### src/rtl/branch_resolve_unit_if.sv
// Bundle of execute-side and fetch-side signals for branch_resolve_unit.
// Handshakes (br_*, redirect_*): a transfer happens on a rising edge where valid and ready are both high; a source keeps valid and its payload steady until that edge.
interface branch_resolve_unit_if #(
  parameter int PC_WIDTH = 32
);
  logic                br_valid;
  logic                br_ready;
  logic [2:0]          br_op;
  logic [PC_WIDTH-1:0] br_pc;
  logic [31:0]         br_imm;
  logic [26:0]         br_target;
  logic [31:0]         opA;
  logic [31:0]         opB;
  logic                redirect_valid;
  logic                redirect_ready;
  logic [PC_WIDTH-1:0] redirect_pc;
  logic                flush;
  logic                busy;
  logic                link_valid;
  logic [PC_WIDTH-1:0] link_pc;
  logic [1:0]          state_dbg;

  modport slave (
    input  br_valid, br_op, br_pc, br_imm, br_target, opA, opB, redirect_ready,
    output br_ready, redirect_valid, redirect_pc, flush, busy, link_valid, link_pc, state_dbg
  );

  modport master (
    output br_valid, br_op, br_pc, br_imm, br_target, opA, opB, redirect_ready,
    input  br_ready, redirect_valid, redirect_pc, flush, busy, link_valid, link_pc, state_dbg
  );
endinterface

### src/rtl/branch_resolve_unit.sv
// Resolves branches/jumps from execute into a registered fetch redirect followed by a bounded flush.
// Optional macro BRANCH_STATS_EN adds saturating taken/not-taken counters for conditional branches.
module branch_resolve_unit #(
  parameter int FLUSH_CYCLES = 2,
  parameter int PC_WIDTH     = 32
) (
  input  logic                 clock,
  input  logic                 reset,
  branch_resolve_unit_if.slave bus
`ifdef BRANCH_STATS_EN
  ,
  output logic [31:0]          taken_count,
  output logic [31:0]          notaken_count
`endif
);

  localparam logic [2:0] OP_BNE = 3'b001;
  localparam logic [2:0] OP_BLT = 3'b010;
  localparam logic [2:0] OP_J   = 3'b011;
  localparam logic [2:0] OP_JAL = 3'b100;
  localparam logic [2:0] OP_JR  = 3'b101;
  localparam logic [2:0] OP_BEX = 3'b110;

  localparam int CNT_W = (FLUSH_CYCLES > 1) ? $clog2(FLUSH_CYCLES) : 1;

  typedef enum logic [1:0] {
    IDLE     = 2'd0,
    REDIRECT = 2'd1,
    FLUSH    = 2'd2
  } state_t;

  state_t              state_q, state_d;
  logic [CNT_W-1:0]    cnt_q, cnt_d;
  logic [PC_WIDTH-1:0] redirect_pc_q, redirect_pc_d;
  logic                redirect_valid_q, redirect_valid_d;
  logic                flush_q, flush_d;
  logic                busy_q, busy_d;
  logic                link_valid_q, link_valid_d;
  logic [PC_WIDTH-1:0] link_pc_q, link_pc_d;

  logic                accept;
  logic                taken;
  logic                is_cond;
  logic [PC_WIDTH-1:0] target;

  assign accept = bus.br_valid && (state_q == IDLE);

  always_comb begin
    taken   = 1'b0;
    is_cond = 1'b0;
    target  = '0;
    unique case (bus.br_op)
      OP_BNE: begin
        is_cond = 1'b1;
        taken   = (bus.opA != bus.opB);
        target  = bus.br_pc + PC_WIDTH'(1) + PC_WIDTH'($signed(bus.br_imm));
      end
      OP_BLT: begin
        is_cond = 1'b1;
        taken   = ($signed(bus.opA) < $signed(bus.opB));
        target  = bus.br_pc + PC_WIDTH'(1) + PC_WIDTH'($signed(bus.br_imm));
      end
      OP_J, OP_JAL: begin
        taken  = 1'b1;
        target = PC_WIDTH'(bus.br_target);
      end
      OP_JR: begin
        taken  = 1'b1;
        target = PC_WIDTH'(bus.opA);
      end
      OP_BEX: begin
        is_cond = 1'b1;
        taken   = (bus.opA != 32'd0);
        target  = PC_WIDTH'(bus.br_target);
      end
      default: begin
        taken = 1'b0;
      end
    endcase
  end

  always_comb begin
    state_d       = state_q;
    cnt_d         = cnt_q;
    redirect_pc_d = redirect_pc_q;
    link_pc_d     = link_pc_q;
    link_valid_d  = accept && (bus.br_op == OP_JAL);
    if (link_valid_d) begin
      link_pc_d = bus.br_pc + PC_WIDTH'(1);
    end
    unique case (state_q)
      IDLE: begin
        if (accept && taken) begin
          state_d       = REDIRECT;
          redirect_pc_d = target;
        end
      end
      REDIRECT: begin
        if (bus.redirect_ready) begin
          if (FLUSH_CYCLES == 0) begin
            state_d = IDLE;
          end else begin
            state_d = FLUSH;
            cnt_d   = CNT_W'(FLUSH_CYCLES - 1);
          end
        end
      end
      FLUSH: begin
        if (cnt_q == '0) begin
          state_d = IDLE;
        end else begin
          cnt_d = cnt_q - CNT_W'(1);
        end
      end
      default: begin
        state_d = IDLE;
      end
    endcase
    // Outputs follow the next state so they are registered yet aligned with it.
    redirect_valid_d = (state_d == REDIRECT);
    flush_d          = (state_d != IDLE);
    busy_d           = (state_d != IDLE);
  end

  always_ff @(posedge clock) begin
    if (reset) begin
      state_q          <= IDLE;
      cnt_q            <= '0;
      redirect_pc_q    <= '0;
      redirect_valid_q <= 1'b0;
      flush_q          <= 1'b0;
      busy_q           <= 1'b0;
      link_valid_q     <= 1'b0;
      link_pc_q        <= '0;
    end else begin
      state_q          <= state_d;
      cnt_q            <= cnt_d;
      redirect_pc_q    <= redirect_pc_d;
      redirect_valid_q <= redirect_valid_d;
      flush_q          <= flush_d;
      busy_q           <= busy_d;
      link_valid_q     <= link_valid_d;
      link_pc_q        <= link_pc_d;
    end
  end

  assign bus.br_ready       = (state_q == IDLE);
  assign bus.redirect_valid = redirect_valid_q;
  assign bus.redirect_pc    = redirect_pc_q;
  assign bus.flush          = flush_q;
  assign bus.busy           = busy_q;
  assign bus.link_valid     = link_valid_q;
  assign bus.link_pc        = link_pc_q;
  assign bus.state_dbg      = state_q;

`ifdef BRANCH_STATS_EN
  logic [31:0] taken_cnt_q, taken_cnt_d;
  logic [31:0] notaken_cnt_q, notaken_cnt_d;

  always_comb begin
    taken_cnt_d   = taken_cnt_q;
    notaken_cnt_d = notaken_cnt_q;
    if (accept && is_cond) begin
      if (taken && (taken_cnt_q != 32'hFFFF_FFFF)) begin
        taken_cnt_d = taken_cnt_q + 32'd1;
      end
      if (!taken && (notaken_cnt_q != 32'hFFFF_FFFF)) begin
        notaken_cnt_d = notaken_cnt_q + 32'd1;
      end
    end
  end

  always_ff @(posedge clock) begin
    if (reset) begin
      taken_cnt_q   <= '0;
      notaken_cnt_q <= '0;
    end else begin
      taken_cnt_q   <= taken_cnt_d;
      notaken_cnt_q <= notaken_cnt_d;
    end
  end

  assign taken_count   = taken_cnt_q;
  assign notaken_count = notaken_cnt_q;
`else
  logic unused_is_cond;
  assign unused_is_cond = is_cond;
`endif

endmodule

### src/flat_wrapper.sv
// flat-port wrapper written by rule: the top's interface ports become plain ports
module branch_resolve_unit_flat 
#(
  parameter int FLUSH_CYCLES = 2,
  parameter int PC_WIDTH     = 32
)
  (clock, reset, bus_br_valid, bus_br_op, bus_br_pc, bus_br_imm, bus_br_target, bus_opA, bus_opB, bus_redirect_ready, bus_br_ready, bus_redirect_valid, bus_redirect_pc, bus_flush, bus_busy, bus_link_valid, bus_link_pc, bus_state_dbg);
  branch_resolve_unit_if #(.PC_WIDTH(PC_WIDTH)) bus_i ();
  input  logic clock;
  input  logic reset;
  input wire logic [$bits(bus_i.br_valid)-1:0] bus_br_valid;
  input wire logic [$bits(bus_i.br_op)-1:0] bus_br_op;
  input wire logic [$bits(bus_i.br_pc)-1:0] bus_br_pc;
  input wire logic [$bits(bus_i.br_imm)-1:0] bus_br_imm;
  input wire logic [$bits(bus_i.br_target)-1:0] bus_br_target;
  input wire logic [$bits(bus_i.opA)-1:0] bus_opA;
  input wire logic [$bits(bus_i.opB)-1:0] bus_opB;
  input wire logic [$bits(bus_i.redirect_ready)-1:0] bus_redirect_ready;
  output wire logic [$bits(bus_i.br_ready)-1:0] bus_br_ready;
  output wire logic [$bits(bus_i.redirect_valid)-1:0] bus_redirect_valid;
  output wire logic [$bits(bus_i.redirect_pc)-1:0] bus_redirect_pc;
  output wire logic [$bits(bus_i.flush)-1:0] bus_flush;
  output wire logic [$bits(bus_i.busy)-1:0] bus_busy;
  output wire logic [$bits(bus_i.link_valid)-1:0] bus_link_valid;
  output wire logic [$bits(bus_i.link_pc)-1:0] bus_link_pc;
  output wire logic [$bits(bus_i.state_dbg)-1:0] bus_state_dbg;
  assign bus_i.br_valid = bus_br_valid;
  assign bus_i.br_op = bus_br_op;
  assign bus_i.br_pc = bus_br_pc;
  assign bus_i.br_imm = bus_br_imm;
  assign bus_i.br_target = bus_br_target;
  assign bus_i.opA = bus_opA;
  assign bus_i.opB = bus_opB;
  assign bus_i.redirect_ready = bus_redirect_ready;
  assign bus_br_ready = bus_i.br_ready;
  assign bus_redirect_valid = bus_i.redirect_valid;
  assign bus_redirect_pc = bus_i.redirect_pc;
  assign bus_flush = bus_i.flush;
  assign bus_busy = bus_i.busy;
  assign bus_link_valid = bus_i.link_valid;
  assign bus_link_pc = bus_i.link_pc;
  assign bus_state_dbg = bus_i.state_dbg;
  branch_resolve_unit #(.FLUSH_CYCLES(FLUSH_CYCLES), .PC_WIDTH(PC_WIDTH)) u_core (.clock(clock), .reset(reset), .bus(bus_i));
endmodule
### config.mk
export PLATFORM = sky130hd
export DESIGN_NAME = branch_resolve_unit_flat
export DESIGN_NICKNAME = d
export VERILOG_FILES = /design/src/rtl/branch_resolve_unit_if.sv /design/src/rtl/branch_resolve_unit.sv /design/src/flat_wrapper.sv
export SDC_FILE = /design/constraint.sdc
export NUM_CORES = 1
export LEC_CHECK = 0
export ABC_AREA = 1
export BUFFER_PORTS_ARGS = -buffer_cell sky130_fd_sc_hd__buf_4
export CAP_MARGIN = 20
export CORE_MARGIN = 2
export CORE_UTILIZATION = 30
export DETAILED_ROUTE_END_ITERATION = 10
export PLACE_DENSITY = 0.62
export SLEW_MARGIN = 20
export SYNTH_ARGS = -nofsm -noshare
export SYNTH_HDL_FRONTEND = slang
export SYNTH_SLANG_ARGS = --single-unit
### constraint.sdc
create_clock -name clock -period 3.4 [get_ports clock]
set_clock_uncertainty 0.1 [all_clocks]
set_input_delay 0.34 -clock clock [delete_from_list [all_inputs] [get_ports clock]]
set_output_delay 0.34 -clock clock [all_outputs]
set_load 0.05 [all_outputs]
; Word level (Yosys, flattened, before mapping)
; Index checks and enable logic that the tools add are counted.
[word_totals]
register_bits = 70
inputBits = 162
elab_cells = 43
[op_classes]
addsub = 3
magnitude_cmp = 1
n_eq_ne = 11
mux = 9
n_reduce_logical = 12
[op_table]
columns = op, n
row1 = 32-bit case mux with 3 select lines, 1
row2 = "32-bit by 1-bit adder with 32-bit output, second input constant", 1
row3 = 32-bit adder, 1
row4 = 32-bit < comparator, 1
row5 = 32-bit != test, 1
row6 = 32-bit nonzero test, 1
row7 = "3-bit equality test, second input constant", 3
row8 = "3-bit by 2-bit equality test with 1-bit output, second input constant", 2
row9 = 2-bit 2-to-1 mux, 3
row10 = 2-bit case mux with 3 select lines, 1
row11 = 3-bit OR reduction, 2
row12 = "2-bit by 1-bit equality test with 1-bit output, second input constant", 2
row13 = 1-bit case mux with 4 select lines, 1
row14 = 2-bit AND reduction, 2
row15 = 2-bit nonzero test, 2
row16 = "3-bit by 1-bit equality test with 1-bit output, second input constant", 1
row17 = 1-bit logical AND, 3
row18 = "2-bit equality test, second input constant", 1
row19 = 2-bit zero test, 1
row20 = 1-bit 2-to-1 mux, 2
row21 = "2-bit != test, second input constant", 1
row22 = 1-bit case mux with 2 select lines, 1
row23 = 2-bit OR reduction, 1
row24 = "1-bit subtractor, second input constant", 1

; Depth between registers and ports, before layout
[logic_depth]
depth_word = 7
mapped_depth = 22
ltp_nobuf = 22

; Worst setup path after synthesis
; OpenSTA, ideal clock, no wires.
[synth_path]
path_type = in2reg
startpoint = input bus_br_pc[9]
endpoint = register u_core.redirect_pc_q[31] (netlist: u_core.bus.redirect_pc[31])
arrival_ns = 2.712
required_ns = 3.187
slack_ns = 0.475
path_stages = 20
path_buffers = 0
path_cell_list = inv_1 nor3_1 nand2_4 nor2_8 nand2_1 nor3b_2 xor2_1 inv_1 ha_1 nand2_1 nor2_1 inv_1 nor4_1 nand2_1 nand2_1 nand3_1 nand3_1 nand2_1 nor2_1 nor2_1
[synth_via]
elab_chain_cells = 3
[synth_lines]
columns = element, line
row1 = "start, declared", flat_wrapper.sv:13  ; input wire logic [$bits(bus_i.br_pc)-1:0] bus_br_pc;
row2 = 32-bit by 1-bit adder with 32-bit output, "branch_resolve_unit.sv:56, branch_resolve_unit.sv:61"
row3 = 32-bit adder, "branch_resolve_unit.sv:56, branch_resolve_unit.sv:61"
row4 = 32-bit case mux with 3 select lines, branch_resolve_unit.sv:52  ; unique case (bus.br_op)
row5 = "end signal, assigned", branch_resolve_unit.sv:138  ; redirect_pc_q <= redirect_pc_d;
row6 = "end, declared", branch_resolve_unit.sv:34  ; logic [PC_WIDTH-1:0] redirect_pc_q, redirect_pc_d;
; No other way between the ends.
; A chain may end at the register's enable or synchronous reset.

; Final worst setup path
[layout_path]
startpoint = input bus_br_pc[0]
endpoint = register u_core.redirect_pc_q[25] (netlist: u_core.bus.redirect_pc[25])
; The elaborated chain is that of the path after synthesis.

==> metrics <==
status completed; share of cells above drive strength 1 0.237; R2R Path End u_core.bus.link_pc[9]; Final min period 3140 ps; Worst VDD drop 0.256 mV; placed cell areas 0.00938 sq mm; Via-to-Cell Ratio approximately 4.8; # IOs 233; max-slew violation count 0; Mapped Cells 1,161; post-synth top area share 0.201; Fin Hold WS ~160 ps; critical path class input port to register; fin util 0.429; DP Worst Slack -242 ps; number of gates resized after CTS 0; die width roughly 160 um; Hold Fails Final Rpt 0; Fmax achieved 0.319 GHz; vias in the first global route 8,077; # port buffers ~230; Avg Inst Size Synth 6.02 sq um; CTS buffer count 9; most frequent cells in the layout 286 x buf_4, 274 x nand2_1, 178 x nor2_1; CP endpoint kind register; Total GRT Usage 0.225; Lkg Pwr 5.16 nW; first-pass detailed-route iteration total 5; Worst Setup EP u_core.bus.redirect_pc[25]; final WL 27,500 um; ant diodes 0; die area 0.0245 sq mm; count of flip-flops with a built-in enable after synthesis 0; PD cells 339 mW/mm^2; Synth Register Bits 70; Clock transition at path regs 60 ps; Worst Path Required 3540 ps; CTS tree built; Critical Path Source Type input port; arrival time worst endpoint 3280 ps; final setup vio count 0; first-pass GRT wire length 42,800 um; Worst R2R Setup Slack around 1600 ps; dominant synthesized flop cell dfxtp_1; dominant cell type by area after synthesis dfxtp_1; most common cell after layout, fill and taps aside buf_4; root buffer cell clkbuf_16; Tightest Hold Check Type input port to register; DRC viols 0; max_slew headroom 0.398; maxcap violations 0; fraction of registers with async set/reset 0; Clock Latency Late Sink 340 ps; worst slew pin tran 902 ps; Nets 1,655; Layout area overhead 40.0%; Core Footprint 0.0228 sq mm; Iteration-0 DRC Markers around 380; Design Power approximately 3.3 mW; cell area after layout between 0.009 and 0.01 sq mm; Worst Path Max Fanout 4; synth top area cells dfxtp_1 20%, nand2_1 15%, ha_1 11%; initial antenna violation count 0; setup bufs post-CTS 0; Wirelength per Cell ~16 um; Via Count 8,361; Synth cell types 46; CTS sink count 70; cts hold-fix bufs 0; Post-Synthesis Cell Area 0.00699 sq mm; worst r2r src u_core.bus.state_dbg[0]; Synth warnings 0; Critical Path Source bus_br_pc[0]; sequential area share after synthesis 0.201; Post-Syn Nets 1,388; htree depth 3; Period Utilization, post-route 0.923; chip height 157 um; GP Congestion 0.984; Initial Util 0.307; Overflow after GRT 0; Cell Rows between 50 and 60; Routed Antenna Nets 0; R2R cell count 8; Clock Tree Buf Depth 2; DP Wirelength 23,100 um; largest net degree at the start of global routing 51; final worst setup slack 261 ps
-- layout make-up --
class	instances	area, sq um
multi-input combinational	899	4890
sequential	70	1400
inverter	161	604
fill	2445	13000
clock buffer	9	225
timing repair buffer	287	2170
tap	313	392
clock inverter	7	97.6
-- metal layers --
metal / global-route usage / vias to the layer above / share of wire / wire, um
met4: 0.0454 / 0 / 0.015 / 408
met2: 0.380 / 243 / 0.46 / 12600
met1: 0.294 / 3783 / 0.46 / 12600
met5: 0 / - / 0 / 0
met3: 0.0515 / 25 / 0.069 / 1910
li1: - / 4310 / - / -
-- how the worst min path moves through the flow --
stage	startpoint	endpoint	slack, ps	cells past startpoint
after floorplan	bus_br_pc[0]	u_core.bus.link_pc[0]	330	1
after global placement	u_core.cnt_q	u_core.cnt_q	350	2
after detailed placement	u_core.cnt_q	u_core.cnt_q	350	2
after CTS	reset	u_core.cnt_q	160	2
after global routing	reset	u_core.cnt_q	170	2
final	reset	u_core.cnt_q	160	2
-- through the flow --
stage               instances  TNS (ps)
floorplan                1161         0
global placement         1730      -572
detailed placement       1730     -1010
CTS                      1746         0
global route             1746     -52.4
finish                   1746         0
-- cell usage after synthesis, types with 2 or more instances --
cell / instances
nor4_1: 7
dfxtp_1: 70
a21o_1: 2
a22oi_1: 18
a221oi_1: 2
a21oi_1: 99
o21bai_1: 4
nand3b_1: 15
nand4_1: 17
o21ai_0: 71
xor2_1: 25
nand3_2: 2
nand2_2: 4
inv_1: 160
buf_1: 2
buf_2: 4
nand3_1: 57
and3_1: 2
xnor2_1: 3
nor2_1: 182
or2_2: 6
o21ai_1: 3
a22o_1: 4
o21a_1: 3
ha_1: 64
clkbuf_1: 18
nand2_1: 274
a31oi_1: 4
nor3_1: 16
buf_4: 2
nor3_4: 2
buf_6: 5
-- registers in the layout (all words and copies together), names as in the netlist --
signal / cells
u_core.bus.link_pc: 32
u_core.bus.redirect_pc: 32
u_core.bus.state_dbg: 2
u_core.bus.busy: 1
u_core.bus.link_valid: 1
u_core.bus.redirect_valid: 1
u_core.cnt_q: 1
-- where the power goes --
group          internal, mW  switching [mW]
combinational         0.510           0.842
clock                 0.645           0.410
sequential            0.876          0.0345
-- critical path: stages --
cell and delay, ps:
buf_4 90, ha_1 200, nand2_1 110, nor2_1 210
nand2_1 120, inv_1 90, nand4_1 180, xor2_2 220
inv_1 60, ha_1 330, a21oi_1 250, o21ai_0 180
buf_4 160, a21oi_1 200, nand4_1 120, nand3_1 150
nand2_1 90, nor2_1 110, nor2_1 60
-- logic make-up after synthesis --
logic type / after synthesis / share of synthesized area
AO/OA/AOI/OAI: 212 / 0.166
AND/OR/NAND/NOR: 593 / 0.368
flip-flops: 70 / 0.201
buffers and inverters: 192 / 0.110
XOR/XNOR: 29 / 0.0374
adder cells (fa/ha/maj): 65 / 0.117
Power figures use the tool's default switching activity.
